<file path="src/rtl/userio_joy_pkg.sv">
`default_nettype none
// +----------------------------------------------------------------------------+
// | Module  : userio_joy_pkg                                                   |
// | Desc    : Shared types and bit layout for the DB15 user-port joystick reader|
// | Revision: 1.0  initial release                                             |
// +----------------------------------------------------------------------------+
package userio_joy_pkg;

    typedef enum logic [2:0] {
        LOAD     = 3'd0,
        SHIFT_LO = 3'd1,
        SHIFT_HI = 3'd2,
        DONE     = 3'd3,
        GAP      = 3'd4
    } joy_state_e;

    // Direction bit positions inside a joystick word
    localparam int JOY_R = 0;
    localparam int JOY_L = 1;
    localparam int JOY_D = 2;
    localparam int JOY_U = 3;

    localparam int JOY_WORD_W               = 16;
    localparam int DEFAULT_NBITS_PER_PLAYER = 12;

endpackage
`default_nettype wire

</file>
<file path="src/rtl/userio_bit_filter.sv">
`default_nettype none
// +----------------------------------------------------------------------------+
// | Module  : userio_bit_filter                                                |
// | Desc    : Per-bit frame debounce; used only with USERIO_DB15_DEBOUNCE_EN    |
// | Revision: 1.0  initial release                                             |
// +----------------------------------------------------------------------------+
module userio_bit_filter #(
    parameter int DEBOUNCE_FRAMES = 3
) (
    input  logic clk,
    input  logic reset_n,
    input  logic update,
    input  logic raw_bit,
    output logic filt_bit
);

    localparam int                 c_cnt_w   = $clog2(DEBOUNCE_FRAMES + 1);
    localparam logic [c_cnt_w-1:0] c_cnt_max = c_cnt_w'(DEBOUNCE_FRAMES);

    logic [c_cnt_w-1:0] r_cnt;
    logic               r_filt;
    logic [c_cnt_w-1:0] w_cnt_inc;

    assign w_cnt_inc = r_cnt + 1'b1;

    // The counter only ever holds disagreeing frames in a row, so it saturates at the toggle point
    always_ff @(posedge clk) begin
        if (!reset_n) begin
            r_cnt  <= '0;
            r_filt <= 1'b0;
        end else if (update) begin
            if (raw_bit == r_filt) begin
                r_cnt <= '0;
            end else if (w_cnt_inc == c_cnt_max) begin
                r_filt <= ~r_filt;
                r_cnt  <= '0;
            end else begin
                r_cnt <= w_cnt_inc;
            end
        end
    end

    assign filt_bit = r_filt;

endmodule
`default_nettype wire

</file>
<file path="src/rtl/userio_db15_scanner.sv">
`default_nettype none
// +----------------------------------------------------------------------------+
// | Module  : userio_db15_scanner                                              |
// | Desc    : 74HC165 chain reader for the two-player DB15 adapter.            |
// |           Optional debounce with `define USERIO_DB15_DEBOUNCE_EN.          |
// | Revision: 1.0  initial release                                             |
// +----------------------------------------------------------------------------+
module userio_db15_scanner
    import userio_joy_pkg::*;
#(
    parameter int CLK_DIV          = 32,
    parameter int NBITS_PER_PLAYER = DEFAULT_NBITS_PER_PLAYER,
    parameter int GAP_TICKS        = 64,
    parameter int DEBOUNCE_FRAMES  = 3
) (
    input  logic                  clk,
    input  logic                  reset_n,
    input  logic                  joy_data,
    output logic                  joy_clk,
    output logic                  joy_load,
    output logic [JOY_WORD_W-1:0] joystick1,
    output logic [JOY_WORD_W-1:0] joystick2,
    output logic                  frame_done
);

    localparam int c_nbits  = 2 * NBITS_PER_PLAYER;
    localparam int c_div_w  = $clog2(CLK_DIV);
    localparam int c_bit_w  = $clog2(c_nbits);
    localparam int c_tcnt_w = $clog2((GAP_TICKS > 2) ? GAP_TICKS : 2);

    localparam logic [c_div_w-1:0]  c_div_last  = c_div_w'(CLK_DIV - 1);
    localparam logic [c_bit_w-1:0]  c_bit_last  = c_bit_w'(c_nbits - 1);
    localparam logic [c_tcnt_w-1:0] c_load_last = c_tcnt_w'(1);
    localparam logic [c_tcnt_w-1:0] c_gap_last  = c_tcnt_w'(GAP_TICKS - 1);

    if (CLK_DIV < 2) begin : g_chk_clk_div
        $error("CLK_DIV must be at least 2");
    end
    if (GAP_TICKS < 1) begin : g_chk_gap
        $error("GAP_TICKS must be at least 1");
    end
    if (DEBOUNCE_FRAMES < 1) begin : g_chk_debounce
        $error("DEBOUNCE_FRAMES must be at least 1");
    end
    if (NBITS_PER_PLAYER > JOY_WORD_W) begin : g_chk_width
        $error("NBITS_PER_PLAYER exceeds the joystick word");
    end

    joy_state_e          r_state;
    joy_state_e          w_state_next;
    logic [c_div_w-1:0]  r_div;
    logic [c_tcnt_w-1:0] r_tcnt;
    logic [c_tcnt_w-1:0] w_tcnt_next;
    logic [c_bit_w-1:0]  r_bit;
    logic [c_bit_w-1:0]  w_bit_next;
    logic [c_nbits-1:0]  r_shreg;
    logic                r_joy_clk;
    logic                r_joy_load;
    logic                r_frame_done;
    logic                w_tick;
    logic                w_sample;
    logic [c_nbits-1:0]  w_pressed;

    // The divider freezes during DONE, which makes the frame period exactly one clk longer than a tick multiple
    assign w_tick = (r_div == c_div_last) && (r_state != DONE);

    always_comb begin
        w_state_next = r_state;
        w_tcnt_next  = r_tcnt;
        w_bit_next   = r_bit;
        w_sample     = 1'b0;
        case (r_state)
            LOAD: begin
                if (w_tick) begin
                    if (r_tcnt == c_load_last) begin
                        w_tcnt_next  = '0;
                        w_state_next = SHIFT_LO;
                    end else begin
                        w_tcnt_next = r_tcnt + 1'b1;
                    end
                end
            end
            SHIFT_LO: begin
                if (w_tick) begin
                    w_sample     = 1'b1;
                    w_state_next = SHIFT_HI;
                end
            end
            SHIFT_HI: begin
                if (w_tick) begin
                    if (r_bit == c_bit_last) begin
                        w_bit_next   = '0;
                        w_state_next = DONE;
                    end else begin
                        w_bit_next   = r_bit + 1'b1;
                        w_state_next = SHIFT_LO;
                    end
                end
            end
            DONE: begin
                w_state_next = GAP;
            end
            GAP: begin
                if (w_tick) begin
                    if (r_tcnt == c_gap_last) begin
                        w_tcnt_next  = '0;
                        w_state_next = LOAD;
                    end else begin
                        w_tcnt_next = r_tcnt + 1'b1;
                    end
                end
            end
            default: begin
                w_state_next = LOAD;
            end
        endcase
    end

    always_ff @(posedge clk) begin
        if (!reset_n) begin
            r_state      <= LOAD;
            r_div        <= '0;
            r_tcnt       <= '0;
            r_bit        <= '0;
            r_shreg      <= '1;
            r_joy_clk    <= 1'b0;
            r_joy_load   <= 1'b1;
            r_frame_done <= 1'b0;
        end else begin
            r_state <= w_state_next;
            r_tcnt  <= w_tcnt_next;
            r_bit   <= w_bit_next;
            if (r_state != DONE) begin
                r_div <= (r_div == c_div_last) ? '0 : r_div + 1'b1;
            end
            if (w_sample) begin
                r_shreg[r_bit] <= joy_data;
            end
            // Pin levels follow the state one clk late so the chain sees clean, glitch-free edges
            r_joy_load   <= (r_state != LOAD);
            r_joy_clk    <= (r_state == SHIFT_HI);
            r_frame_done <= (r_state == DONE);
        end
    end

`ifdef USERIO_DB15_DEBOUNCE_EN
    for (genvar gi = 0; gi < c_nbits; gi++) begin : g_filter
        userio_bit_filter #(
            .DEBOUNCE_FRAMES (DEBOUNCE_FRAMES)
        ) u_filter (
            .clk      (clk),
            .reset_n  (reset_n),
            .update   (r_state == DONE),
            .raw_bit  (~r_shreg[gi]),
            .filt_bit (w_pressed[gi])
        );
    end
`else
    logic [c_nbits-1:0] r_pressed;

    always_ff @(posedge clk) begin
        if (!reset_n) begin
            r_pressed <= '0;
        end else if (r_state == DONE) begin
            r_pressed <= ~r_shreg;
        end
    end

    assign w_pressed = r_pressed;
`endif

    assign joy_clk    = r_joy_clk;
    assign joy_load   = r_joy_load;
    assign frame_done = r_frame_done;
    assign joystick1  = JOY_WORD_W'(w_pressed[NBITS_PER_PLAYER-1:0]);
    assign joystick2  = JOY_WORD_W'(w_pressed[c_nbits-1:NBITS_PER_PLAYER]);

endmodule
`default_nettype wire

</file>
<file path="config.mk">
export PLATFORM = sky130hd
export DESIGN_NAME = userio_db15_scanner
export DESIGN_NICKNAME = d
export VERILOG_FILES = /design/src/rtl/userio_joy_pkg.sv /design/src/rtl/userio_bit_filter.sv /design/src/rtl/userio_db15_scanner.sv
export SDC_FILE = /design/constraint.sdc
export NUM_CORES = 1
export LEC_CHECK = 0
export CORE_MARGIN = 2
export CORE_UTILIZATION = 28
export DETAILED_ROUTE_END_ITERATION = 8
export DONT_BUFFER_PORTS = 1
export GPL_ROUTABILITY_DRIVEN = 0
export GPL_TIMING_DRIVEN = 0
export PLACE_DENSITY_LB_ADDON = 0.08
export SLEW_MARGIN = 30
export SYNTH_ARGS = -nofsm -noshare
export SYNTH_HDL_FRONTEND = slang
export SYNTH_SLANG_ARGS = --single-unit
</file>
<file path="constraint.sdc">
create_clock -name clk -period 2.65 [get_ports clk]
set_input_delay 0.3975 -clock clk [delete_from_list [all_inputs] [get_ports clk]]
set_output_delay 0.3975 -clock clk [all_outputs]
set_load 0.1 [all_outputs]
</file>
==> results.yml <==
setup_path:
  cp_data_required_time_ns: 2.87
  end_kind: "flop"
  cp_top_family: "simple AND/OR/NAND/NOR gates"
  crit_fanout: 10
  path_class: "reg -> reg"
  worstPathCellList: "ha_1 -> and3_1 -> ha_1 -> nor4bb_1 -> buf_2 -> buf_2 -> nand3_1 -> mux2i_1 -> nand2_1"
  arrival_ns: 2.58
  cp_num_buf_inv: 2
  start_kind: "flop"
  critical_path.max_stage_delay_ns: 0.41
  cp_slowest_cell: "nor4bb_1"
sta:
  hold_viol_final: 0
  relSlewSlack_pct: 34.4
  grt_setup_unrepaired: "no"
  layout_setup_ws_ns: 0.284
  timing.fmax_mhz: 423
  fin_skew_ns: 0.00835
  fin_tns_setup_ns: 0
  slew_violations: 0
  fin_hold_ws_ns: 0.171
  fin_crit_sh_pct: 89.3
  worst_pin_slew_ns: 0.982
  finalSetupViolations: 0
  min_period_ns: 2.37
flow_run:
  maxCapViolCount: 0
clock_tree:
  cts_tree: "done"
  cts.repair.resized: 0
  clk_pin_slew_ns: 0.09
  cts.sinks: 70
  htree_levels: 3
  cts_made_buffers: 9
  hold_buffers: 0
  cts_buffer_depth: 2
  cts_setup_buffers: 0
  root_buffer: "clkbuf_8"
  clk_latency_ns: 0.35
floorplanning:
  die_w_um: 109
  coreArea_um2: 10800
  initial_utilization_pct: 28.5
  die-area_um2: 11900
  pin_count: 38
  die_y_um: 109
  rows: 38
global_routing:
  grt_max_degree: 14
  grt_pass1_wl_mm: 11.7
  antenna_found_initial: 0
  grt_use_total_pct: 13.0
  grt_pass1_vias: 2275
  grt.overflow.total: 0
finish:
  finish.instance_area_um2: 3550
  syn_to_final_growth_pct: 15.3
  seq_area_um2: 1400
  drive_gt1_share_pct: 11.8
  final_cell_mix: "dfxtp_1 (70), nand2_1 (55), nand3_1 (29)"
  multi_input_area_um2: 1520
  diodes: 0
  final_common_cell: "dfxtp_1"
  fillCellCount: 1119
  final_nets: 354
logic_synthesis:
  syn_inst: 325
  synth_warnings: 0
  synth_edf_count: 0
  synth_cell_types: 42
  ys.flop_type: "dfxtp_1"
  postSynthAreaPerCell_um2: 9.48
  synth_top_cell_area_share_pct: 45.5
  synthTopCellsByArea: "dfxtp_1 (45%), mux2i_1 (9.1%), o211a_1 (7.8%), nand2_1 (6.7%), nand3_1 (4.7%)"
  async_reset_ff_share_pct: 0
  syn_area_um2: 3080
  synth-seq-area-share_pct: 45.5
  yosysTopAreaCell: "dfxtp_1"
  ys_seq_elements: 70
route:
  via_per_inst: 4.54
  drc: 0
  wl_mm: 6.92
  vias: 2216
  dr.pass1.iters: 4
  ant_nets: 0
  wl_per_cell_um: 14.2
  drtIter0Drc: 70
placement:
  pre_cts_slack_ns: 0.315
  hpwl_mm: 4.70
  placed_area_um2: 3280
  portBuffers: 0
power_and_ir_drop:
  finalPower_mw: 2.33
  vdd_ir_drop_max_mv: 0.231
  p_leak_nw: 1.76
  p_per_area_nw_per_um2: 656
run_status:
  status: "complete, no violations"
hold_path:
  hold_path_class: "in -> reg"
## per-layer routing
metal	vias to the layer above	part of all wire [%]	GRT usage [%]
li1	1152	-	-
met1	1022	48	16.5
met2	33	47	20.8
met3	9	4.0	3.11
met4	0	1.4	6.04
met5	-	0	0
## cell type report
cell class	count	area share, %
buffer	33	4.90
clock buffer	9	3.49
clock inverter	7	4.09
inverter	3	0.317
multi-input combinational	226	42.8
sequential	70	39.5
tap	140	4.93
## synth_stat cells, types with 2 or more instances
| cell type | number |
|---|---|
| ha_1 | 8 |
| and2_1 | 6 |
| xnor2_1 | 5 |
| nor3_1 | 2 |
| a21oi_1 | 5 |
| and3_1 | 2 |
| dfxtp_1 | 70 |
| buf_2 | 10 |
| nor2_1 | 6 |
| nor4bb_1 | 2 |
| nand2_1 | 55 |
| o21ai_0 | 5 |
| inv_1 | 3 |
| o21a_1 | 2 |
| nand3_1 | 29 |
| o211a_1 | 24 |
| mux2i_1 | 28 |
| nor2b_1 | 7 |
| a21boi_0 | 2 |
| nand4_1 | 3 |
| nor3b_1 | 5 |
| clkbuf_1 | 14 |
| and3b_1 | 3 |
| or3_1 | 2 |
| nand2b_1 | 3 |
| buf_4 | 8 |
## cell families after synthesis
group | share of synthesized area [%]
flops | 45.5
compound gates | 11.7
fa+ha+maj | 3.25
simple gates | 22.9
other cells | 0.122
buf+inv | 6.01
xor+xnor | 1.42
mux | 9.10
## through the flow
| step | util (%) | std cells |
|---|---|---|
| 2_1_floorplan | - | 332 |
| 3_3_place_gp | 30.4 | 472 |
| 3_5_place_dp | 30.4 | 472 |
| 4_1_cts | 32.9 | 488 |
| 5_1_grt | 32.9 | 488 |
| 6_report | 32.9 | 488 |
## worst paths after layout
check	from	endpoint	slack, ns	cells after the start
setup / recovery	r_div[0]$_SDFFE_PN0N_	r_shreg[3]$_SDFFE_PN1P_	0.28	9
hold / removal	joy_data	r_shreg[2]$_SDFFE_PN1P_	0.17	2
setup reg to reg	r_div[0]$_SDFFE_PN0N_	r_shreg[3]$_SDFFE_PN1P_	0.28	9
hold reg to reg	r_shreg[18]$_SDFFE_PN1P_	r_shreg[18]$_SDFFE_PN1P_	0.48	2
## power breakdown
part           switching (mW)  internal [mW]  total [mW]
registers              0.0102           1.06        1.07
clock network           0.442          0.725        1.17
logic                  0.0769         0.0201      0.0970
## flip-flops by register name (all words and copies together), names as in the netlist
register / cells
r_pressed: 24
r_div: 5
joy_clk: 1
r_bit: 5
frame_done: 1
r_state: 3
joy_load: 1
r_shreg: 24
r_tcnt: 6
Note: power is estimated with default switching activity, not from simulation.
